## config.mk

```make
export PLATFORM = sky130hd
export DESIGN_NAME = downscale_ctrl
export DESIGN_NICKNAME = d
export VERILOG_FILES = /design/src/rtl/downscale_ctrl.sv
export SDC_FILE = /design/constraint.sdc
export NUM_CORES = 1
export LEC_CHECK = 0
export CAP_MARGIN = 15
export CORE_ASPECT_RATIO = 0.7
export CORE_MARGIN = 5
export CORE_UTILIZATION = 25
export DETAILED_ROUTE_END_ITERATION = 16
export GPL_TIMING_DRIVEN = 1
export PLACE_DENSITY_LB_ADDON = 0.1
export SYNTH_ARGS = -nofsm -noshare
export SYNTH_HDL_FRONTEND = slang
export SYNTH_SLANG_ARGS = --single-unit
```

## constraint.sdc

```tcl
create_clock -name clock_i -period 3.4 [get_ports clock_i]
set_input_delay 0.68 -clock clock_i [delete_from_list [all_inputs] [get_ports clock_i]]
set_output_delay 0.68 -clock clock_i [all_outputs]
set_load 0.01 [all_outputs]
```

## src/rtl/downscale_ctrl.sv

```systemverilog
// Sequencer for the softmax downscale stage: reads FP32 words from the score
// buffer, issues them to the downscale block at a fixed spacing, and stores
// the FP16 results in the output buffer in arrival order.
module downscale_ctrl #(
    parameter int data_size      = 16,
    parameter int number_of_data = 10,
    parameter int addr_width     = 4,
    parameter int issue_gap      = 2,
    parameter int timeout        = 64
) (
    input  logic                     clock_i,
    input  logic                     reset_i,
    input  logic                     start_i,
    output logic                     busy_o,
    output logic                     done_o,
    output logic                     error_o,
    output logic                     rd_en_o,
    output logic [addr_width-1:0]    rd_addr_o,
    input  logic [2*data_size-1:0]   rd_data_i,
    output logic                     ds_valid_o,
    output logic [2*data_size-1:0]   ds_data_o,
    input  logic                     ds_valid_i,
    input  logic [data_size-1:0]     ds_data_i,
    output logic                     wr_en_o,
    output logic [addr_width-1:0]    wr_addr_o,
    output logic [data_size-1:0]     wr_data_o
);

    localparam int cnt_w = addr_width + 1;
    localparam int gap_w = $clog2(issue_gap + 1);
    localparam int tmo_w = $clog2(timeout + 1);

    localparam logic [cnt_w-1:0] last_idx   = cnt_w'(number_of_data - 1);
    localparam logic [cnt_w-1:0] n_total    = cnt_w'(number_of_data);
    localparam logic [gap_w-1:0] gap_reload = gap_w'(issue_gap - 1);
    localparam logic [tmo_w-1:0] tmo_max    = tmo_w'(timeout);

    typedef enum logic [1:0] {IDLE, ISSUE, DRAIN, DONE} state_t;

    state_t             state, state_nx;
    logic [cnt_w-1:0]   issue_cnt, coll_cnt;
    logic [gap_w-1:0]   gap_cnt;
    logic [tmo_w-1:0]   tmo_cnt;
    logic               start_ok, accept, timed_out;

    // Next-state decode plus the state-derived outputs.
    always_comb begin
        state_nx  = state;
        busy_o    = (state != IDLE);
        done_o    = 1'b0;
        rd_en_o   = 1'b0;
        rd_addr_o = '0;
        case (state)
            IDLE: begin
                if (start_i) state_nx = ISSUE;
            end
            ISSUE: begin
                if (gap_cnt == '0) begin
                    rd_en_o   = 1'b1;
                    rd_addr_o = issue_cnt[addr_width-1:0];
                    if (issue_cnt == last_idx) state_nx = DRAIN;
                end
            end
            DRAIN: begin
                if (coll_cnt == n_total || tmo_cnt == tmo_max) state_nx = DONE;
            end
            DONE: begin
                done_o   = 1'b1;
                state_nx = IDLE;
            end
            default: state_nx = IDLE;
        endcase
    end

    // Result acceptance, timeout detection and the gated issue data path.
    always_comb begin
        start_ok  = (state == IDLE) && start_i;
        accept    = ((state == ISSUE) || (state == DRAIN)) && ds_valid_i && (coll_cnt < n_total);
        timed_out = (state == DRAIN) && (tmo_cnt == tmo_max) && (coll_cnt != n_total);
        ds_data_o = ds_valid_o ? rd_data_i : '0;
    end

    // State register.
    always_ff @(posedge clock_i or posedge reset_i) begin
        if (reset_i) state <= IDLE;
        else         state <= state_nx;
    end

    // Issue, collect, spacing and idle-timeout counters; cleared on accepted start.
    always_ff @(posedge clock_i or posedge reset_i) begin
        if (reset_i) begin
            issue_cnt <= '0;
            coll_cnt  <= '0;
            gap_cnt   <= '0;
            tmo_cnt   <= '0;
        end else if (start_ok) begin
            issue_cnt <= '0;
            coll_cnt  <= '0;
            gap_cnt   <= '0;
            tmo_cnt   <= '0;
        end else begin
            if (rd_en_o) begin
                issue_cnt <= issue_cnt + cnt_w'(1);
                gap_cnt   <= gap_reload;
            end else if (gap_cnt != '0) begin
                gap_cnt <= gap_cnt - gap_w'(1);
            end
            if (accept) coll_cnt <= coll_cnt + cnt_w'(1);
            if (state == DRAIN) begin
                if (ds_valid_i)              tmo_cnt <= '0;
                else if (tmo_cnt != tmo_max) tmo_cnt <= tmo_cnt + tmo_w'(1);
            end
        end
    end

    // Issue strobe delay, result write-back register and sticky error flag.
    always_ff @(posedge clock_i or posedge reset_i) begin
        if (reset_i) begin
            ds_valid_o <= 1'b0;
            wr_en_o    <= 1'b0;
            wr_addr_o  <= '0;
            wr_data_o  <= '0;
            error_o    <= 1'b0;
        end else begin
            ds_valid_o <= rd_en_o;
            wr_en_o    <= accept;
            if (accept) begin
                wr_addr_o <= coll_cnt[addr_width-1:0];
                wr_data_o <= ds_data_i;
            end
            if ((ds_valid_i && !accept) || timed_out) error_o <= 1'b1;
            else if (start_ok)                        error_o <= 1'b0;
        end
    end

endmodule

```

-- Word level (Yosys, flattened, before mapping)
Cells that the tools add are included.
- register bits: 44
- latch bits: 0
- bits in writable memories: 0
- memory bits (read-only): 0
- output and inout bits: 62
- memories kept: 0
- add/sub/neg operators: 4
- $mul: 0
- divide/modulo/power cells: 0
- $lt $le $gt $ge: 1
- equal/unequal tests: 12
- shift operators: 0
- muxes and demuxes: 24
- bitwise logic cells: 0
- reductions and logical operators: 22
- operator list (operator ; count):
    2-to-1 mux 32 bit ; 1
    2-to-1 mux 7 bit ; 4
    2-to-1 mux 5 bit ; 4
    2-to-1 mux 2 bit ; 7
    nonzero test 2 bit ; 6
    adder 5 x 1 -> 5 bit (second input constant) ; 2
    == test 5 x 4 -> 1 bit (second input constant) ; 2
    2-to-1 mux 4 bit ; 2
    != test 2 bit (second input constant) ; 4
    one-hot mux 2 bit (4 select lines) ; 1
    adder 7 x 1 -> 7 bit (second input constant) ; 1
    == test 7 bit (second input constant) ; 1
    != test 7 bit (second input constant) ; 1
    logical AND 1 bit ; 6
    nonzero test 3 bit ; 2
    < comparator 5 x 4 -> 1 bit (second input constant) ; 1
    2-to-1 mux 1 bit ; 5
    != test 5 x 4 -> 1 bit (second input constant) ; 1
    == test 2 bit (second input constant) ; 2
    logical NOT 2 bit ; 2
    AND reduction 4 bit ; 1
    logical OR 1 bit ; 3
    == test 2 x 1 -> 1 bit (second input constant) ; 1
    AND reduction 2 bit ; 1
    2 further kinds ; 2

-- Logic depth before layout (Yosys ltp)
Gate-level depths: netlist (run 1).
- depth after elaboration: 8
- gate-level depth with buffers: 8
- gate-level depth less buffers: 6

-- Worst setup path before layout (run 1)
Ideal clock, no wire load.
- kind: register to output
- start point: register state[1]
- end point: output port rd_addr_o[0]
- data arrival time: 1.407 ns
- data required time: 2.720 ns
- slack: 1.313 ns
- stages on the path, launching flop included: 5
- path buffers: 0
- path through: dfrtp_1 > inv_1 > ha_1 > nor3b_2 > and2_1
- word-level cells in the longest chain between the ends: 2
- RTL lines (element ; RTL line ; text):
    start: declaration ; 40 ; state_t state, state_nx;
    start signal: assignment ; 86 ; else state <= state_nx;
    == test 2 x 1 -> 1 bit ; 53 ; case (state)
    2-to-1 mux 4 bit ; 53 ;
    end: declaration ; 18 ; output logic [addr_width-1:0] rd_addr_o,
Every way passes these cells.

-- Worst setup path in the final report (run 1)
- start point: register state[1]
- end point: output port rd_addr_o[2]
Same word-level chain as after synthesis.

==> impl_metrics.tcl, run 1 <==
set metrics [dict create \
    layout_common_cells "clkdlybuf4s50_1, dfrtp_1, and2_1, nor2_1, mux2_2" \
    critical_path_required_ps 2720 \
    antenna_cells 0 \
    post_cts_buffers 0 \
    start_util_pct 25.22 \
    final_util_pct 41.18 \
    cts.sinks 44 \
    grt_overflow 0 \
    synth_cell_type_count 37 \
    timing.final.crit_share_pct 81.18 \
    gp_congestion 0.7069 \
    p_per_area_nw_per_um2 794.6 \
    syn2layout_area_growth_pct 63.31 \
    netlist_area_um2 2251 \
    grt_pass1_vias 1880 \
    start_kind "flip-flop" \
    nNetsFinal 392 \
    seq_area_frac_synth_pct 48.92 \
    period_minus_slack_ps 2760 \
    synth_ff_type "dfrtp_1" \
    worst_clock_skew_ps 6.881 \
    grt_pass1_wl_um 9570 \
    synth_largest_area_cell "dfrtp_1" \
    cp_data_arrival_time_ps 2080 \
    worstMarginPinSlew_ps 700.0 \
    finalSetupTns_ps 0 \
    synthesis.instances 214 \
    hold_viol 0 \
    synthesis.nets 277 \
    rows 29 \
    wl_per_cell_um 13.52 \
    ant_nets 0 \
    drt_iter0_markers 31 \
    cts_inserted_buffers 5 \
    h-tree-depth 2 \
    dieWidth_um 123.4 \
    yosys.area.top_type_share_pct 48.92 \
    via_count 1893 \
    place_ws_ps 902.4 \
    fmax_mhz 362.3 \
    clkTransAtPathRegs_ps 60 \
    first_pass_iters 4 \
    drc 0 \
    antenna_found_initial 0 \
    avgSynthCellArea_um2 10.52 \
    relSlewSlack_pct 53.33 \
    worst-setup-path-type "reg2out" \
    clockBufferDepth 2 \
    path_max_fanout 11 \
    layout_commonest_cell "clkdlybuf4s50_1" \
    leakage_nw 1.552 \
    yosysWarnings 0 \
    setup_violations 0 \
    cts_hold_buf 0 \
    setup_ws_ps 639.8 \
    cts-root-buf "clkbuf_16" \
    cts_tree "done" \
    peakVddDrop_mv 0.3225 \
    synth_edf_count 0 \
    slew_viol_final 0 \
    clk_latency_ps 280 \
    die_h_um 89.39 \
    cts_resized 0 \
    avgViaCountPerCell 4.170 \
    core-area_um2 8926 \
    grt_max_degree 34 \
    cap_violations 0 \
    portBuffers 113 \
    cp-end-kind "output pin" \
    async_flop_share_pct 100.0 \
    status "finished clean" \
    synth.area.top_cells "dfrtp_1, and2_1, mux2_2" \
    dp_hpwl_um 4766 \
    synth-seq-cells 44 \
    die-area_um2 11030 \
    hold_path.class "reg2reg" \
    gr-usage-all-layers_pct 11.17 \
    io_pins 114 \
    routed_wl_um 6137 \
    drive_gt1_share_pct 9.091 \
    rsz0062_at_grt "no" \
]
==> cells in the mapped netlist, types with 2 or more instances <==
master    instances
o21ai_0           9
nand2_1          11
a41oi_1           2
nor3_1            3
nand4_1           2
a21oi_1           3
and3_1            2
nor2_1           19
or4_1             2
nand3_1           4
and2_1           37
inv_1            11
dfrtp_1          44
xor2_1            4
xnor2_1           4
nor2b_1           3
mux2_2           16
ha_1             11
a22o_1            2
clkbuf_1          8
==> routing by layer <==
layer  vias to the layer above  share of wire [%]  global-route usage [%]
met5                         -                  0                       0
met4                         0                1.2                   3.317
met3                         7                 11                   4.870
met2                        73                 42                   16.72
met1                       868                 46                   14.68
li1                        945                  -                       -
==> state kept, by name (all words and copies together), names as in the netlist <==
signal / cells
wr_data_o: 16
tmo_cnt: 7
coll_cnt: 5
issue_cnt: 5
wr_addr_o: 4
gap_cnt: 2
state: 2
ds_valid_o: 1
error_o: 1
wr_en_o: 1
==> area by class of cell <==
type                            instances  area (um^2)
Fill cell                             914         5250
Timing Repair Buffer                  116         1154
Sequential cell                        44         1101
Multi-Input combinational cell        151         1079
Tap cell                              124        155.1
Clock buffer                            8        146.4
Inverter                               11        41.29
==> critical path, stage by stage (launching register included) <==
cell	delay, ps
dfrtp_1	410
inv_1	110
ha_1	210
nor3b_2	170
buf_4	190
and2_1	150
clkdlybuf4s50_1	550
==> cells by family (layout without fill, tap and decap cells) <==
logic type / count (synthesis) / count (layout) / synth area share (%)
buffers and inverters: 19 / 135 / 3.168
xor gates and xnor gates: 8 / 8 / 3.113
muxes: 17 / 17 / 8.671
AOI/OAI and AO/OA: 24 / 24 / 7.338
DFF: 44 / 44 / 48.92
adders and majority gates: 11 / 11 / 6.114
and+or+nand+nor: 91 / 91 / 22.68
==> per-stage QoR <==
stage / std cells / total power, W / hold WS (ps) / cell area, um^2
finish: 454 / 0.002921 / 489.0 / 3676
CTS: 454 / 0.002973 / 494.9 / 3676
global route: 454 / 0.003155 / 520.6 / 3676
global placement: 446 / 0.002463 / 467.6 / 3530
floorplan: 214 / 0.001700 / 461.3 / 2251
detailed placement: 446 / 0.002474 / 480.9 / 3530
==> path summary, 6_finish.rpt <==
check / end / depth (start not counted) / start / slack, ps
max in group asynchronous: wr_data_o[11] / 3 / reset_i / 1970
setup reg to reg: state[1] / 4 / tmo_cnt[2] / 1350
setup / recovery: rd_addr_o[2] / 6 / state[1] / 640
min in group asynchronous: wr_data_o[1] / 2 / reset_i / 700
hold / removal: wr_addr_o[0] / 2 / wr_addr_o[0] / 490
hold reg to reg: wr_addr_o[0] / 2 / wr_addr_o[0] / 490
==> where the power goes <==
| group | internal, W | total, W | switching [W] |
|---|---|---|---|
| combinational | 0.000872 | 0.00152 | 0.000649 |
| clock | 0.000293 | 0.000486 | 0.000192 |
| sequential | 0.000734 | 0.000915 | 0.000181 |
| total | 0.00190 | 0.00292 | 0.00102 |
No activity file was read; power rests on OpenSTA's default activity.
==> inputs of run 2 (changes only) <==
==> constraint.sdc (replaced) <==
create_clock -name clock_i -period 2.4 [get_ports clock_i]
set_input_delay 0.48 -clock clock_i [delete_from_list [all_inputs] [get_ports clock_i]]
set_output_delay 0.48 -clock clock_i [all_outputs]
set_load 0.01 [all_outputs]
==> run 2 against run 1 <==
Register-to-register slack got worse by 1000 ps. Via count increased by 2.4%. Clock skew decreased by 3.2 ps. Global-route usage barely moved. Largest power group unchanged. Die area did not move. Total power is 49% higher. Flip-flop and latch count unchanged. Critical path depth is 1 lower.
==> impl_metrics.tcl, run 2 (synthesized netlist as in run 1, its figures left out) <==
set metrics [dict create \
    die_h_um 89.39 \
    cp-endpoint "rd_en_o" \
    p_per_area_nw_per_um2 1151 \
    gp_congestion 0.7002 \
    r2r-start "tmo_cnt[2]" \
    dpl_cell_area_um2 3552 \
    worstPathCellList "inv_2, ha_4, nor3b_4, buf_4, clkdlybuf4s50_1" \
    setup_violations 0 \
    routed_wl_um 6144 \
    num-fill-cells 904 \
    grt_overflow 0 \
    antenna_found_initial 0 \
    cp-end-kind "output pin" \
    finalSetupTns_ps 0 \
    cts_inserted_buffers 5 \
    start_kind "flip-flop" \
    drt_iter0_markers 32 \
    critical_path_required_ps 1920 \
    relSlewSlack_pct 60.69 \
    reg_top3 "wr_data_o: 16 flops, tmo_cnt: 7 flops" \
    antenna_cells 0 \
    regMostFlops "wr_data_o" \
    first_pass_iters 4 \
    via_count 1938 \
    slew_viol_final 0 \
    worst_path_max_delay_cell "clkdlybuf4s50_1" \
    crit_buf_inv 3 \
    layout_commonest_cell "clkdlybuf4s50_1" \
    seq_area_um2 1101 \
    hold_viol 0 \
    io_pins 114 \
    dp_hpwl_um 4575 \
    rsz0062_at_grt "no" \
    fmax_mhz 439.2 \
    r2r-end "state[1]" \
    drc 0 \
    cp_data_arrival_time_ps 1800 \
    grt_pass1_wl_um 9673 \
    multi_input_area_um2 1097 \
    clockBufferDepth 2 \
    drive_gt1_share_pct 12.13 \
    layout_common_cells "clkdlybuf4s50_1, dfrtp_1, and2_1, nor2_1, mux2_2" \
    start_util_pct 25.22 \
    nNetsFinal 400 \
    clk_latency_ps 280 \
    peakVddDrop_mv 0.4668 \
    r2r_cells 4 \
    cts.sinks 44 \
    worst_clock_skew_ps 3.667 \
    slowest_delay_ps 530 \
    die-area_um2 11030 \
    grt_pass1_vias 1856 \
    path_delay_family "buffers and inverters" \
    path_max_fanout 4 \
    status "finished clean" \
    final_area_um2 3769 \
    timing.final.crit_share_pct 94.87 \
    portBuffers 113 \
    crit_cells 5 \
    hold_path.class "reg2reg" \
    cap_violations 0 \
    dieWidth_um 123.4 \
    syn2layout_area_growth_pct 67.43 \
    worstMarginPinSlew_ps 589.6 \
    startpoint "state[1]" \
    wl_per_cell_um 13.30 \
    ant_nets 0 \
    cts-root-buf "clkbuf_16" \
    worst-setup-path-type "reg2out" \
    period_minus_slack_ps 2277 \
    avgViaCountPerCell 4.195 \
    gr-usage-all-layers_pct 11.14 \
    cts_tree "done" \
    clkTransAtPathRegs_ps 60 \
    h-tree-depth 2 \
    p_total_w 0.004338 \
    cts_hold_buf 0 \
    leakage_nw 1.614 \
    core-area_um2 8926 \
    largest_register_ffs 16 \
    ff2ff_setup_slack_ps 330 \
    grt_max_degree 45 \
    rows 29 \
]
-- run 2: final cells by class --
class	count	area share, %
Clock inverter	2	0.9296
Sequential cell	44	29.22
Timing Repair Buffer	124	32.10
Tap cell	124	4.117
Multi-Input combinational cell	151	29.12
Inverter	11	1.096
Clock buffer	6	3.420
-- run 2: worst min path at each step --
stage / cells after the start / end / from / slack (ps)
2_1_floorplan: 1 / coll_cnt[4] / coll_cnt[4] / 460
3_3_place_gp: 2 / wr_addr_o[0] / wr_addr_o[0] / 470
3_5_place_dp: 2 / wr_addr_o[0] / wr_addr_o[0] / 480
4_1_cts: 2 / wr_addr_o[0] / wr_addr_o[0] / 500
5_1_grt: 1 / coll_cnt[4] / coll_cnt[4] / 520
6_report: 2 / wr_addr_o[0] / wr_addr_o[0] / 490
-- run 2: metal layers --
metal	GRT usage, %	wire length, um	up-vias
met5	0	0	-
met4	3.317	61	0
met3	4.870	614	7
met2	15.88	2475	69
met1	15.25	2993	899
li1	-	-	963
-- run 2: worst min-delay path, cell delays in order, from the launching register on --
cell and delay (ps):
dfrtp_1 350, nand2_1 50, o21ai_0 60
-- run 2: power breakdown --
part           switching, W  internal (W)  leakage (nW)
logic              0.000989       0.00131         0.979
registers          0.000220       0.00104         0.554
clock network      0.000286      0.000490        0.0808
-- run 2: timing repair --
| action | in CTS | in global routing |
|---|---|---|
| setup buffers | 5 | 0 |
| pin swaps | 0 | 0 |
| gates cloned | 0 | 0 |
| endpoints found under the setup margin | 4 | 1 |
| gates resized for setup | 5 | 2 |
-- run 2: stage by stage --
step	setup WS, ps	utilization, %	std cells	hold slack (ps)
after floorplan	373.4	-	214	461.3
after detailed placement	144.2	39.80	449	475.7
after global routing	40.61	42.22	462	523.3
after CTS	42.13	42.11	462	499.6
final	123.2	42.22	462	494.9
after global placement	188.2	39.80	449	468.6
==> inputs of run 3 (changes only) <==
--- a/config.mk
+++ b/config.mk
@@ -10,6 +10,7 @@
 export CORE_MARGIN = 5
 export CORE_UTILIZATION = 25
 export DETAILED_ROUTE_END_ITERATION = 16
+export GPL_ROUTABILITY_DRIVEN = 1
 export GPL_TIMING_DRIVEN = 1
 export PLACE_DENSITY_LB_ADDON = 0.1
 export SYNTH_ARGS = -nofsm -noshare
==> results of run 3 <==
Final layout, timing and power as in run 2 (identical DEF).
